### src/rtl/fetch_stage_pkg.sv
// -----------------------------------------------------------------------------
// fetch_stage_pkg
// Shared types for the instruction-fetch stage and the hazard control unit.
//   pcsrc_t       : PC source select driven by the hazard unit.
//   fetch_state_t : fetch FSM state encoding.
//   NOP_INSTR     : RV32 canonical NOP (addi x0, x0, 0) shown when no
//                   instruction is held.
// -----------------------------------------------------------------------------
package fetch_stage_pkg;

   typedef enum logic [1:0] {
      PCSRC_NEXT_PC        = 2'b00,
      PCSRC_BRANCH_ALU     = 2'b01,
      PCSRC_BRANCH_PC_JUMP = 2'b10,
      PCSRC_NOP            = 2'b11
   } pcsrc_t;

   typedef enum logic [2:0] {
      FS_IDLE  = 3'd0,
      FS_REQ   = 3'd1,
      FS_WAIT  = 3'd2,
      FS_READY = 3'd3,
      FS_ERR   = 3'd4
   } fetch_state_t;

   localparam logic [31:0] NOP_INSTR = 32'h0000_0013;

endpackage : fetch_stage_pkg

### src/rtl/fetch_next_pc.sv
// -----------------------------------------------------------------------------
// fetch_next_pc
// Combinational next-PC selection for the fetch stage.
// Ports:
//   pc              in   current PC
//   pc_src          in   hazard-unit PC source select
//   branch_alu      in   ALU-computed branch target
//   branch_pc_jump  in   PC-relative jump target
//   redirect_alu    in   redirect target select (1 = ALU, 0 = PC-relative)
//   next_pc         out  PC to load when the hazard unit lets the PC advance
//   redirect_target out  word-aligned target for a MEM-stage redirect
// Sequential PC wraps modulo 2^XLEN; branch/jump targets are word-aligned by
// clearing bits [1:0].
// -----------------------------------------------------------------------------
module fetch_next_pc
   import fetch_stage_pkg::*;
#(
   parameter int unsigned XLEN = 32
) (
   input  logic [XLEN-1:0] pc,
   input  pcsrc_t          pc_src,
   input  logic [XLEN-1:0] branch_alu,
   input  logic [XLEN-1:0] branch_pc_jump,
   input  logic            redirect_alu,
   output logic [XLEN-1:0] next_pc,
   output logic [XLEN-1:0] redirect_target
);

   localparam logic [XLEN-1:0] ALIGN_MASK = ~XLEN'(3);

   logic [XLEN-1:0] alu_aligned;
   logic [XLEN-1:0] jump_aligned;

   assign alu_aligned  = branch_alu & ALIGN_MASK;
   assign jump_aligned = branch_pc_jump & ALIGN_MASK;

   always_comb begin
      unique case (pc_src)
         PCSRC_NEXT_PC:        next_pc = pc + XLEN'(4);
         PCSRC_BRANCH_ALU:     next_pc = alu_aligned;
         PCSRC_BRANCH_PC_JUMP: next_pc = jump_aligned;
         default:              next_pc = pc;
      endcase
   end

   assign redirect_target = redirect_alu ? alu_aligned : jump_aligned;

endmodule : fetch_next_pc

### src/rtl/fetch_stage.sv
// -----------------------------------------------------------------------------
// fetch_stage
// Instruction-fetch stage: owns the PC and a single-outstanding
// req/gnt/rvalid handshake to instruction memory, and presents the fetched
// {pc, instr, valid} to the IF/ID register.
// Ports:
//   clk, rst_n         clock; synchronous active-low reset
//   pc_src_i, en_pc_i  PC source and enable from the hazard unit
//   branch_alu_i       ALU branch target
//   branch_pc_jump_i   PC-relative jump target
//   redirect_i         raw taken-branch/jump from MEM (acted on in REQ/WAIT)
//   redirect_alu_i     redirect target select (1 = ALU, 0 = PC-relative)
//   imem_req_o/addr_o  memory request and address (held until gnt)
//   imem_gnt_i         request accepted
//   imem_rvalid_i      read data valid, imem_rdata_i instruction word
//   fsm_pcsrc_o        instruction ready, PC may advance (READY only)
//   if_pc_o/instr_o    held instruction and its PC (NOP / 0 when invalid)
//   if_valid_o         held instruction valid
//   fetch_err_o        sticky fetch timeout
// Build option: define FETCH_TIMEOUT_EN to add the WAIT timeout and ERR state;
// without it WAIT may last indefinitely and fetch_err_o is tied low.
// -----------------------------------------------------------------------------
module fetch_stage
   import fetch_stage_pkg::*;
#(
   parameter int unsigned     XLEN           = 32,
   parameter logic [XLEN-1:0] RESET_PC       = '0,
   parameter int unsigned     TIMEOUT_CYCLES = 255
) (
   input  logic            clk,
   input  logic            rst_n,
   input  pcsrc_t          pc_src_i,
   input  logic            en_pc_i,
   input  logic [XLEN-1:0] branch_alu_i,
   input  logic [XLEN-1:0] branch_pc_jump_i,
   input  logic            redirect_i,
   input  logic            redirect_alu_i,
   output logic            imem_req_o,
   output logic [XLEN-1:0] imem_addr_o,
   input  logic            imem_gnt_i,
   input  logic            imem_rvalid_i,
   input  logic [31:0]     imem_rdata_i,
   output logic            fsm_pcsrc_o,
   output logic [XLEN-1:0] if_pc_o,
   output logic [31:0]     if_instr_o,
   output logic            if_valid_o,
   output logic            fetch_err_o
);

   fetch_state_t    state_q, state_d;
   logic [XLEN-1:0] pc_q, pc_d;
   logic [XLEN-1:0] pend_pc_q, pend_pc_d;
   logic [31:0]     instr_q, instr_d;
   logic            kill_q, kill_d;

   logic [XLEN-1:0] next_pc;
   logic [XLEN-1:0] redirect_target;
   logic            data_ret;
   logic            timeout;

   fetch_next_pc #(.XLEN(XLEN)) u_next_pc (
      .pc              (pc_q),
      .pc_src          (pc_src_i),
      .branch_alu      (branch_alu_i),
      .branch_pc_jump  (branch_pc_jump_i),
      .redirect_alu    (redirect_alu_i),
      .next_pc         (next_pc),
      .redirect_target (redirect_target)
   );

   // Read data belongs to our request only when it arrives with the grant in
   // REQ or any time in WAIT; stray beats elsewhere are dropped.
   assign data_ret = imem_rvalid_i &&
                     (((state_q == FS_REQ) && imem_gnt_i) || (state_q == FS_WAIT));

`ifdef FETCH_TIMEOUT_EN
   localparam int unsigned TO_W = $clog2(TIMEOUT_CYCLES + 1);

   logic [TO_W-1:0] to_cnt_q;

   // Counter sits at zero outside WAIT, so it starts cleared on every entry.
   always_ff @(posedge clk) begin
      if (!rst_n)                  to_cnt_q <= '0;
      else if (state_q != FS_WAIT) to_cnt_q <= '0;
      else                         to_cnt_q <= to_cnt_q + 1'b1;
   end

   // Fires on the WAIT cycle whose increment would reach TIMEOUT_CYCLES.
   assign timeout = (state_q == FS_WAIT) && !imem_rvalid_i &&
                    (to_cnt_q == TO_W'(TIMEOUT_CYCLES - 1));
   assign fetch_err_o = (state_q == FS_ERR);
`else
   assign timeout     = 1'b0;
   assign fetch_err_o = 1'b0;
`endif

   // NOTE: sequential state uses non-blocking assignments so every register
   // samples pre-edge values; the reset here is synchronous (inside the edge).
   always_ff @(posedge clk) begin
      if (!rst_n) begin
         state_q   <= FS_IDLE;
         pc_q      <= RESET_PC;
         pend_pc_q <= '0;
         instr_q   <= NOP_INSTR;
         kill_q    <= 1'b0;
      end else begin
         state_q   <= state_d;
         pc_q      <= pc_d;
         pend_pc_q <= pend_pc_d;
         instr_q   <= instr_d;
         kill_q    <= kill_d;
      end
   end

   // NOTE: every signal is given its hold value first so no path through the
   // case statement can leave one unassigned and infer a latch.
   always_comb begin
      state_d   = state_q;
      pc_d      = pc_q;
      pend_pc_d = pend_pc_q;
      instr_d   = instr_q;
      kill_d    = kill_q;

      case (state_q)
         FS_IDLE: state_d = FS_REQ;

         FS_REQ, FS_WAIT: begin
            if (data_ret) begin
               // A redirect seen before or with the return makes this fetch
               // wrong-path: drop it and refetch from the newest target.
               if (kill_q || redirect_i) begin
                  pc_d    = redirect_i ? redirect_target : pend_pc_q;
                  kill_d  = 1'b0;
                  state_d = FS_REQ;
               end else begin
                  instr_d = imem_rdata_i;
                  state_d = FS_READY;
               end
            end else begin
               // The outstanding request is never withdrawn; the redirect is
               // remembered and the later one wins.
               if (redirect_i) begin
                  kill_d    = 1'b1;
                  pend_pc_d = redirect_target;
               end
               if ((state_q == FS_REQ) && imem_gnt_i) state_d = FS_WAIT;
               if (timeout)                           state_d = FS_ERR;
            end
         end

         FS_READY: begin
            if (en_pc_i && (pc_src_i != PCSRC_NOP)) begin
               pc_d    = next_pc;
               state_d = FS_REQ;
            end
         end

         FS_ERR: state_d = FS_ERR;

         default: state_d = FS_IDLE;
      endcase
   end

   assign imem_req_o  = (state_q == FS_REQ);
   assign imem_addr_o = pc_q;
   assign fsm_pcsrc_o = (state_q == FS_READY);
   assign if_valid_o  = (state_q == FS_READY);
   assign if_pc_o     = if_valid_o ? pc_q : '0;
   assign if_instr_o  = if_valid_o ? instr_q : NOP_INSTR;

endmodule : fetch_stage

### config.mk
export PLATFORM = sky130hd
export DESIGN_NAME = fetch_stage
export DESIGN_NICKNAME = d
export VERILOG_FILES = /design/src/rtl/fetch_stage_pkg.sv /design/src/rtl/fetch_next_pc.sv /design/src/rtl/fetch_stage.sv
export SDC_FILE = /design/constraint.sdc
export NUM_CORES = 1
export LEC_CHECK = 0
export ABC_AREA = 1
export CAP_MARGIN = 5
export CORE_AREA = 2 2 121 123
export DETAILED_ROUTE_END_ITERATION = 7
export DIE_AREA = 0 0 123 125
export PLACE_DENSITY_LB_ADDON = 0.1
export SETUP_SLACK_MARGIN = 0.1
export SYNTH_ARGS = -nofsm -noshare
export SYNTH_HDL_FRONTEND = slang
export SYNTH_SLANG_ARGS = --single-unit
export TNS_END_PERCENT = 5
### constraint.sdc
create_clock -name clk -period 2.33 [get_ports clk]
set_input_delay 0.3495 -clock clk [delete_from_list [all_inputs] [get_ports clk]]
set_output_delay 0.3495 -clock clk [all_outputs]
set_load 0.05 [all_outputs]
==> run_results.csv <==
group,metric,value,unit
outcome,outcome,"finished, final reports clean",
detailed_routing,route.detailed.drc,0,
placed_design,place_ws,-0.0668,ns
synthesis,synth_flop_cell,"dfxtp_1",
synthesis,syn-mean-instance-area,6.03,sq um
die,row_count,44,
synthesis,yosysTopAreaCell,"dfxtp_1",
die,fp.dieH,125,microns
synthesis,yosysMostFrequentCell,"nand2_1",
setup_path,timing.rr.end,"imem_addr_o[18]$_SDFFE_PN0P_",
setup_path,startpoint_type,"flip-flop",
synthesis,synth.area.top_cells,"dfxtp_1 (32%), o21ai_0 (13%), nand2_1 (12%)",
layout,multiInputGateArea,3490,sq um
global_routing,grt_pass1_wl,33900,microns
layout,syn_to_final_growth,50.4,%
setup_path,crit_path_end_kind,"output pin",
timing,fin_ws,0.163,ns
synthesis,syn_inst,1033,
timing,report.final.slew_viol_count,0,
power_and_ir_drop,seq_power_share,31.1,%
hold_path,worstHoldEndpoint,"instr_q[23]$_SDFFE_PN0P_",
power_and_ir_drop,total_leakage_power,3.60,nW
placed_design,post-dp-hpwl,15700,microns
synthesis,yosys.cell_types.count,32,
synthesis,synth_edf_count,0,
setup_path,required,1.98,ns
synthesis,ys_top_cells_by_count,"nand2_1 (202), o21ai_0 (156), nor2_1 (140)",
global_routing,grt_max_degree,92,
layout,regArea,2000,sq um
placed_design,post_dp_cell_area,9030,sq um
placed_design,placed_cells,1376,
detailed_routing,final_antenna_net_count,0,
timing,rsz0062_at_grt,"yes",
global_routing,grt_antenna_before_repair,0,
global_routing,track_usage,27.5,%
synthesis,synth_seq_cells,100,
detailed_routing,wl_per_cell,15.4,microns
detailed_routing,vias_per_cell,5.26,
die,dieArea,15400,sq um
layout,layout-drive-gt1-share,10.7,%
power_and_ir_drop,combPwrFrac,48.6,%
timing,setup_tns,0,ns
detailed_routing,drtIter0Drc,698,
timing,worst_pin_slew,0.814,ns
global_routing,grt_pass1_vias,6439,
layout,stdcell_count,1393,
detailed_routing,finalWirelength,21400,microns
die,io_pins,205,
hold_path,hold_depth,2,
detailed_routing,vias,7327,
cts,cts_made_buffers,9,
setup_path,crit_type,"flip-flop to output pin",
power_and_ir_drop,peakVddDrop,589,uV
flow_run,maxCapViolCount,0,
setup_path,timing.rr.start,"imem_addr_o[3]$_SDFFE_PN0P_",
power_and_ir_drop,clkPwrFrac,20.3,%
setup_path,worstPathArrival,1.82,ns
detailed_routing,dr.pass1.iters,5,
cts,clk_pin_slew,0.07,ns
power_and_ir_drop,powerDensity,896,nW/um^2
global_routing,grt-ovfl-total,0,
cts,root_buffer,"clkbuf_16",
setup_path,reg2reg_slack,0.28,ns
synthesis,ys_seq_area_share,32.1,%
synthesis,synth_top_area_share,32.1,%
layout,nNetsFinal,1314,
timing,period_needed,2.17,ns
setup_path,reg2reg_depth,10,
synthesis,syn_area,6230,sq um
placed_design,gp_congestion,0.914,
cts,cts_resized,0,
timing,finalCritPeriodShare,93.0,%
cts,cts_buffer_depth,2,
synthesis,syn-num-nets,1143,
timing,finalSetupViolations,0,
timing,maxSlewHeadroom,45.7,%
setup_path,crit_path_max_fanout,91,
power_and_ir_drop,power.switching,3.78,mW
timing,hold_viol,0,
power_and_ir_drop,p_int,4.61,mW
cts,tritoncts,"yes",
die,core_area,14200,sq um
placed_design,port_buffers,199,
cts,clock_latency,0.36,ns
layout,antennaDiodeCount,0,
hold_path,hold_class,"flip-flop to flip-flop",
layout,fillers,1290,
synthesis,ys_warn_count,0,
timing,fmax,461,MHz
die,start_util,43.9,%
cts,cts_setup_buffers,0,
timing,fin_skew,0.00746,ns
power_and_ir_drop,p_sw_share,45.1,%
hold_path,hp-start,"instr_q[23]$_SDFFE_PN0P_",
synthesis,synth-async-reset-ratio,0,%
cts,cts_sinks,100,
layout,postLayoutCellArea,9370,sq um
die,fp.dieW,123,microns
cts,htree_levels,3,
==> through the flow <==
stage	power (mW)	utilization (%)	hold WS (ns)
finish	8.39	66.0	0.453
detailed placement	6.61	63.6	0.440
floorplan	5.29	-	0.421
global route	8.89	66.0	0.475
CTS	8.32	65.9	0.452
global placement	6.53	63.6	0.432
==> cell type report <==
cell class	instances	area share, %
clock inverter	6	1.01
sequential	100	21.4
tap	184	2.46
multi-input combinational	749	37.3
clock buffer	10	2.55
timing repair buffer	224	30.5
inverter	120	4.81
==> placed cells by master, fill, tap and decap left out, drive strengths merged, types with 2 or more instances in the layout <==
cell type      Yosys  final
a211oi             2      2
a21oi            113    113
a221o              2      2
buf               23     92
bufinv             0      2
clkbuf            42     10
clkdlybuf4s50      0    132
clkinv             2      2
clkinvlp           0      2
dfxtp            100    100
ha                 5      5
inv              118    120
nand2            204    204
nand3             73     73
nor2             148    149
nor3               3      3
o211ai            19     19
o21ai            167    167
o22ai              2      2
or2                3      3
xor2               2      2
==> flip-flops by register name, indices dropped and copies added (netlist names) <==
name / flops
pend_pc_q: 32
kill_q: 1
imem_addr_o: 32
instr_q: 32
state_q: 3
==> per-layer routing <==
layer	vias to the layer above	wire length, microns	GRT usage (%)
met1	3268	9540	39.9
met3	15	2040	5.75
met4	0	206	5.08
met2	341	9650	42.3
met5	-	0	0
li1	3703	-	-
==> worst max path at each step <==
stage                                 start                           to  slack, ns  cells after the start
finish              state_q[1]$_SDFFE_PN0P_                if_instr_o[1]       0.16                      6
global route        state_q[1]$_SDFFE_PN0P_                if_instr_o[4]       0.06                      6
floorplan           state_q[1]$_SDFFE_PN0P_               if_instr_o[10]       0.22                      7
CTS                 state_q[2]$_SDFFE_PN0P_                   imem_req_o       0.16                      2
detailed placement              pc_src_i[0]  imem_addr_o[9]$_SDFFE_PN0P_      -0.07                     10
global placement                pc_src_i[0]  imem_addr_o[9]$_SDFFE_PN0P_      -0.01                     10
==> power groups by stage <==
stage / combinational (mW) / clock, mW / sequential, mW
after CTS: 4.00 / 1.72 / 2.60
final: 4.08 / 1.70 / 2.61
after global routing: 4.45 / 1.78 / 2.67
after detailed placement: 3.98 / 0 / 2.63
after global placement: 3.91 / 0 / 2.62
after floorplan: 2.24 / 0 / 3.05
==> critical path: stages (launching register included) <==
cell and delay [ns]:
dfxtp_1 0.41, nand2_2 0.12, inv_1 0.08, nand2_2 0.07, buf_12 0.19, or2_2 0.32, buf_4 0.19
==> timing repair <==
| action | CTS | global route |
|---|---|---|
| hold buffers | 0 | 0 |
| endpoints found under the hold margin | 0 | 0 |
| endpoints found under the setup margin | 0 | 6 |
==> cells by family after synthesis <==
family	count (synthesis)	share of synthesized area, %
DFF	100	32.1
other	1	0.0602
AOI/OAI and AO/OA	307	25.8
buffers and inverters	185	12.0
and+or+nand+nor	433	28.8
xor gates and xnor gates	2	0.281
adders and majority gates	5	1.00
Power figures use the tool's default switching activity.
